**config.mk**
```make
export PLATFORM = sky130hd
export DESIGN_NAME = run_ctrl
export DESIGN_NICKNAME = d
export VERILOG_FILES = /design/src/rtl/run_ctrl.sv
export SDC_FILE = /design/constraint.sdc
export NUM_CORES = 1
export LEC_CHECK = 0
export BUFFER_PORTS_ARGS = -buffer_cell sky130_fd_sc_hd__clkbuf_2
export CAP_MARGIN = 25
export CORE_MARGIN = 2
export CORE_UTILIZATION = 57
export DETAILED_ROUTE_END_ITERATION = 12
export GPL_TIMING_DRIVEN = 0
export PLACE_DENSITY = 0.86
export SYNTH_ARGS = -nofsm -noshare
export SYNTH_HDL_FRONTEND = slang
export SYNTH_SLANG_ARGS = --single-unit
```
**constraint.sdc**
```tcl
create_clock -name clk -period 7.43 [get_ports clk]
set_input_delay 0.3715 -clock clk [delete_from_list [all_inputs] [get_ports clk]]
set_output_delay 0.3715 -clock clk [all_outputs]
set_load 0.02 [all_outputs]
```
**src/rtl/run_ctrl.sv**
```systemverilog
// run_ctrl: sequences core reset, gates core execution (free-run or single-step),
//   detects all-core halt and cycle timeout, and counts enabled cycles and retires.
// Latency: all outputs registered; a decision made in cycle N is visible after edge N.
//   No backpressure: start/step_req are single-cycle pulses, ignored outside the states that accept them.
// Ports:
//   clk, reset (async active-low)     - clock and reset
//   start, mode_step, step_req        - run control pulses; mode_step sampled with start
//   halt_in, retire_in                - per-core halt level / retire strobe
//   timeout_cycles                    - live cycle limit, 0 disables
//   core_reset, core_en               - reset and run gate to the cores
//   done, timed_out, halted           - run status (held in DONE until next start)
//   cycle_count, retire_count         - counters; core i at retire_count[i*CNT_W +: CNT_W]
module run_ctrl #(
  parameter int NUM_CORES  = 1,
  parameter int CNT_W      = 32,
  parameter int RST_CYCLES = 2
) (
  input  logic                         clk,
  input  logic                         reset,
  input  logic                         start,
  input  logic                         mode_step,
  input  logic                         step_req,
  input  logic [NUM_CORES-1:0]         halt_in,
  input  logic [NUM_CORES-1:0]         retire_in,
  input  logic [CNT_W-1:0]             timeout_cycles,
  output logic                         core_reset,
  output logic                         core_en,
  output logic                         done,
  output logic                         timed_out,
  output logic [NUM_CORES-1:0]         halted,
  output logic [CNT_W-1:0]             cycle_count,
  output logic [NUM_CORES*CNT_W-1:0]   retire_count
);

  typedef enum logic [2:0] {
    S_IDLE, S_RHOLD, S_RUN, S_PAUSE, S_STEP, S_DONE
  } state_t;

  localparam int              RC_W    = (RST_CYCLES > 1) ? $clog2(RST_CYCLES) : 1;
  localparam logic [RC_W-1:0] RC_LAST = RC_W'(RST_CYCLES - 1);
  localparam logic [CNT_W-1:0] CNT_ONE = CNT_W'(1);

  state_t          state_q, state_d;
  logic [RC_W-1:0] rc_q;
  logic            step_mode_q;

  logic begin_run;
  logic all_halt;
  logic tmo_hit;
  logic core_reset_d, core_en_d, done_d;

  // core_en mirrors RUN/STEP, so it marks the cycles the cores actually execute.
  // A core that halts this cycle counts towards completion via halt_in.
  assign all_halt  = core_en && (&(halted | halt_in));
  // Fires on the last permitted enabled cycle; completion takes priority.
  assign tmo_hit   = core_en && (timeout_cycles != '0) &&
                     (cycle_count == (timeout_cycles - CNT_ONE)) && !all_halt;
  assign begin_run = start && ((state_q == S_IDLE) || (state_q == S_DONE));

  always_comb begin
    state_d = state_q;
    unique case (state_q)
      S_IDLE, S_DONE: if (start) state_d = S_RHOLD;
      S_RHOLD:        if (rc_q == RC_LAST) state_d = step_mode_q ? S_PAUSE : S_RUN;
      S_RUN:          if (all_halt || tmo_hit) state_d = S_DONE;
      S_PAUSE:        if (step_req) state_d = S_STEP;
      S_STEP:         state_d = (all_halt || tmo_hit) ? S_DONE : S_PAUSE;
      default:        state_d = S_IDLE;
    endcase
    core_reset_d = (state_d == S_IDLE) || (state_d == S_RHOLD);
    core_en_d    = (state_d == S_RUN)  || (state_d == S_STEP);
    done_d       = (state_d == S_DONE);
  end

  always_ff @(posedge clk or negedge reset) begin
    if (!reset) begin
      state_q     <= S_IDLE;
      rc_q        <= '0;
      step_mode_q <= 1'b0;
      core_reset  <= 1'b1;
      core_en     <= 1'b0;
      done        <= 1'b0;
    end else begin
      state_q    <= state_d;
      core_reset <= core_reset_d;
      core_en    <= core_en_d;
      done       <= done_d;
      if (begin_run) begin
        rc_q        <= '0;
        step_mode_q <= mode_step;
      end else if (state_q == S_RHOLD && rc_q != RC_LAST) begin
        rc_q <= rc_q + RC_W'(1);
      end
    end
  end

  // Counters and sticky status: cleared at run start, advanced only on enabled cycles.
  always_ff @(posedge clk or negedge reset) begin
    if (!reset) begin
      timed_out    <= 1'b0;
      halted       <= '0;
      cycle_count  <= '0;
      retire_count <= '0;
    end else if (begin_run) begin
      timed_out    <= 1'b0;
      halted       <= '0;
      cycle_count  <= '0;
      retire_count <= '0;
    end else if (core_en) begin
      if (cycle_count != '1) cycle_count <= cycle_count + CNT_ONE;
      for (int i = 0; i < NUM_CORES; i++) begin
        if (retire_in[i] && !halted[i] && (retire_count[i*CNT_W +: CNT_W] != '1))
          retire_count[i*CNT_W +: CNT_W] <= retire_count[i*CNT_W +: CNT_W] + CNT_ONE;
      end
      halted <= halted | halt_in;
      if (tmo_hit) timed_out <= 1'b1;
    end
  end

endmodule

```
# Word level (Yosys, flattened, before mapping)
# Cells that the tools add are included.
# totals
latch_bits	0
word_cells	74
regBits	74
output_inout_bits	69
ram_bits	0
mem_count	0
mem_bits_ro	0
# classes
n_lt_le_gt_ge	0
n_div	0
n_bitwise	2
n_reduce_logical	26
addsub	4
eq_ne	12
n_shift	0
muxes	20
multipliers	0
# op_table
cell	count
32-bit 2-to-1 mux	6
32-bit by 1-bit adder with 32-bit output, second input constant	2
32-bit != test, second input constant	2
32-bit equality test	1
32-bit nonzero test	1
32-bit by 1-bit subtractor with 32-bit output, second input constant	1
3-bit 2-to-1 mux	5
3-bit one-hot mux with 5 select lines	1
3-bit equality test, second input constant	4
2-bit nonzero test	5
3-bit by 2-bit equality test with 1-bit output, second input constant	3
1-bit logical AND	8
1-bit 2-to-1 mux	8
3-bit by 1-bit equality test with 1-bit output, second input constant	2
3-bit logical NOT	2
2-bit AND reduction	3
1-bit logical OR	4
1-bit logical NOT	2
2-bit OR reduction	1
1-bit adder, second input constant	1
1-bit inverter	1
1-bit OR	1

# Depth between registers and ports, before layout
# depth
word_depth	9
depth_mapped	13

# Worst setup path before layout
# Ideal clock, no wire load.
# synth_path
path_kind	input -> register
from	input timeout_cycles[0]
to	register core_en
t_arrival_ns	3.178
setup_time_ns	0.120
slack_ns	4.132
required_time_ns	7.310
path_stages	11
cell_sequence	inv_1 -> ha_1 -> buf_2 -> nor3b_2 -> nand2_1 -> o41a_1 -> or4_1 -> or4_1 -> nor4_2 -> nor2_1 -> o211a_1
# synth_via
elab_chain_cells	9
elab_cells_between_ends	13
cone_classes	add/sub (1); eq/ne (3); mux (3); reduce/logical (6)
# synth_rtl
element	line	source
start, declared	25	input logic [CNT_W-1:0] timeout_cycles,
32-bit by 1-bit subtractor with 32-bit output or 32-bit nonzero test (tied branches)	57, 56	
32-bit equality test or 1-bit logical AND (tied branches)	57, 56	
1-bit logical AND (*)	56	assign tmo_hit = core_en && (timeout_cycles != '0) &&
1-bit logical AND (*)	57	(cycle_count == (timeout_cycles - CNT_ONE)) && !all_halt;
1-bit logical OR (*)	65, 67	
3-bit 2-to-1 mux, on equally long branches	65, 67	
3-bit one-hot mux with 5 select lines (*)	62	unique case (state_q)
3-bit by 2-bit equality test with 1-bit output or 3-bit equality test (tied branches)	71	core_en_d = (state_d == S_RUN) || (state_d == S_STEP);
1-bit logical OR (*)	71	
net core_en_d	50	logic core_reset_d, core_en_d, done_d;
end signal, assigned	86	core_en <= core_en_d;
end, declared	27	output logic core_en,
# The timed path passes the listed nets; every way through them passes the cells marked *.
# A chain may end at the register's enable or synchronous reset.

# Worst setup path in the final report
# Same ends and word-level chain as after synthesis.

==> impl_results.md <==
* Status: complete, no violations
* Most common cell after layout, fill and taps aside: clkbuf_2
* Clock power share at 0.291
* Final Max Slew Viols at 0
* Die Y at 97.5 µm
* Switching pwr at 0.416 mW
* Yosys reg bits at 74
* Pint at 0.748 mW
* Drt initial violations at 280
* Worst-path fanout max at 10
* Initial antenna violation count at 0
* Congestion Overflow GR at 0
* Final setup fails at 0
* Fraction of layout cells with a size suffix above 1 at 0.196
* Post-Place Cells at 804
* Total setup buffers inserted after CTS at 0
* Critical path type: input port to flop
* Fin cells at 821
* Hold crit path type: input port to flop
* CTS tree: yes
* Num rows at 34
* Clock Latency Late Sink at 360 ps
* Largest net degree at the start of global routing at 60
* Mapped Avg Cell Area at 8.44 µm²
* R2R Setup Slk at 3910 ps
* Boundary pin count at 108
* Via Count at 5019
* GRT Total Usage at 0.290
* H-tree levels at 3
* Power density cells at 197 nW/µm²
* Vias per cell at 6.11
* Peak VDD IR at 0.119 mV
* Pleak at 2.56 nW
* Fraction of registers with async set/reset at 1.00
* Worst relative slew slack at 0.432
* CORE AREA at 8590 µm²
* Post-route ant nets at 0
* Final WL at 13600 µm
* Cells after Synth at 591
* Buffers on Ports at 104
* Post-layout nets at 751
* Vias in the first global route at 4891
* Area Overhead vs Synth at 18.2%
* Worst-path clk slew at 70 ps
* Slew @ Worst Pin at 840 ps
* Global-route wire length before repair at 22700 µm
* Detailed-route DRC error count at 0
* Critical Path End Type: flop
* Fmax at 264 MHz
* DR WL/cell at 16.6 µm
* Ant diodes at 0
* Clk sink count at 74
* Tcrit/Tclk final at 0.510
* Sum Neg Setup Slack at 0 ps
* Distinct cells, synth at 60
* Registers with the most flip-flops: cycle_count (32), retire_count (32), state_q (3)
* Half-perimeter wire length after placement at 10400 µm
* Sequential share of power at 0.412
* GPL Wtd Cong at 0.926
* Post-synthesis cell area at 4990 µm²
* Crit start category: input port
* Total CTS buffers at 9
* Yosys warning count at 0
* CTS root buffer: clkbuf_8
* Post-synthesis sequential area ratio at 0.372
* Switching Share at 0.357
* Die Area at 9510 µm²
* Clk_skew at 10.7 ps
* Initial Util at 0.580
* Combinational fraction of design power at 0.297
* Hold Fails Final Rpt at 0
* Number of max-cap violations at 0
* Post-synth EDFFs at 0
* Post-layout min period at 3790 ps
* Die X at 97.5 µm
* Drt pass-1 iters at 7
* Top_reg_cell synth: dfrtp_1
* Final Core Density at 0.686
* Crit path DAT at 4030 ps
* Max Buffers Root-to-Sink at 2
* RSZ-0062 raised after global routing: false
* Syn nets at 634
* Crit path required time at 7670 ps
* Most frequent cells in the layout: 103 x clkbuf_2, 76 x nor2_1, 73 x dfrtp_1, 49 x nand2_1, 44 x xor2_1
-- final timing paths --
check	from	to	cells past startpoint
max	timeout_cycles[0]	core_en$_DFF_PN0_	12
min reg2reg	step_mode_q$_DFFE_PN0P_	step_mode_q$_DFFE_PN0P_	1
max reg2reg	cycle_count[19]$_DFFE_PN0P_	core_en$_DFF_PN0_	9
max in group asynchronous	reset	core_reset$_DFF_PN1_	3
min	mode_step	step_mode_q$_DFFE_PN0P_	2
min in group asynchronous	reset	retire_count[4]$_DFFE_PN0P_	2
-- final cells by class --
| type | count | area (µm²) |
|---|---|---|
| well taps | 108 | 135 |
| plain buffers | 24 | 101 |
| multi-input cells | 478 | 2980 |
| fillers | 730 | 2700 |
| flip-flops and latches | 74 | 1850 |
| inverters | 15 | 56.3 |
| clock inverters | 5 | 80.1 |
| clock buffers | 11 | 131 |
| repair buffers | 106 | 561 |
-- power groups by stage --
stage	clock network (mW)	logic, mW	registers (mW)
detailed placement	0	0.342	0.485
global route	0.362	0.383	0.486
CTS	0.341	0.346	0.478
floorplan	0	0.204	0.506
finish	0.338	0.346	0.480
global placement	0	0.328	0.484
-- Yosys cell counts, types with 4 or more instances --
cell type	n	area (µm²)
a21oi_1	31	155
a31oi_1	7	43.8
and3_1	11	68.8
and4_1	11	96.3
clkbuf_1	19	71.3
dfrtp_1	73	1830
ha_1	4	50.1
inv_1	15	56.3
nand2_1	49	184
nand2b_1	4	25.0
nand3_1	27	135
nand4_1	18	113
nor2_1	76	285
nor3_1	19	95.1
nor4_1	10	62.6
o211ai_1	6	45.0
o21ai_0	27	135
o31ai_1	6	45.0
or2_2	6	37.5
or3_1	24	150
or4_1	8	60.1
xnor2_1	38	333
xor2_1	44	385
-- critical path: stages --
cell and delay, ps:
clkbuf_2 150, inv_1 110, ha_1 140, buf_2 160, nor3b_2 280, nand2_1 300, o41a_1 500, or4_1 490
or4_1 550, nor4_2 570, nor2_1 150, o211a_1 260
-- logic make-up (layout without fill, tap and decap cells) --
group	count (synthesis)	count (layout)	synth area share
flops	74	74	0.372
mux	5	5	0.0108
simple gates	284	284	0.302
fa+ha+maj	4	4	0.0100
compound gates	103	103	0.130
buf+inv	39	161	0.0316
xor+xnor	82	82	0.144
-- per-stage QoR --
stage | hold WS, ps | cell area (µm²) | power [mW] | worst slack [ps]
after floorplan | 75.9 | 4990 | 0.710 | 4130
after global placement | 478 | 5640 | 0.811 | 3400
after detailed placement | 288 | 5670 | 0.828 | 3340
after CTS | 271 | 5890 | 1.17 | 3680
after global routing | 271 | 5890 | 1.23 | 3460
final | 282 | 5890 | 1.16 | 3640
-- routing by layer --
metal	vias to the layer above	track usage	wire (µm)
li1	2373	-	-
met1	2407	0.361	5430
met2	202	0.500	6800
met3	37	0.0511	986
met4	0	0.113	384
met5	-	0	0
-- what timing repair did --
item	4_1_cts	5_1_grt
resized for setup	0	0
hold buffers	1	0
endpoints found under the hold margin	15	0
Note: power is estimated with default switching activity, not from simulation.
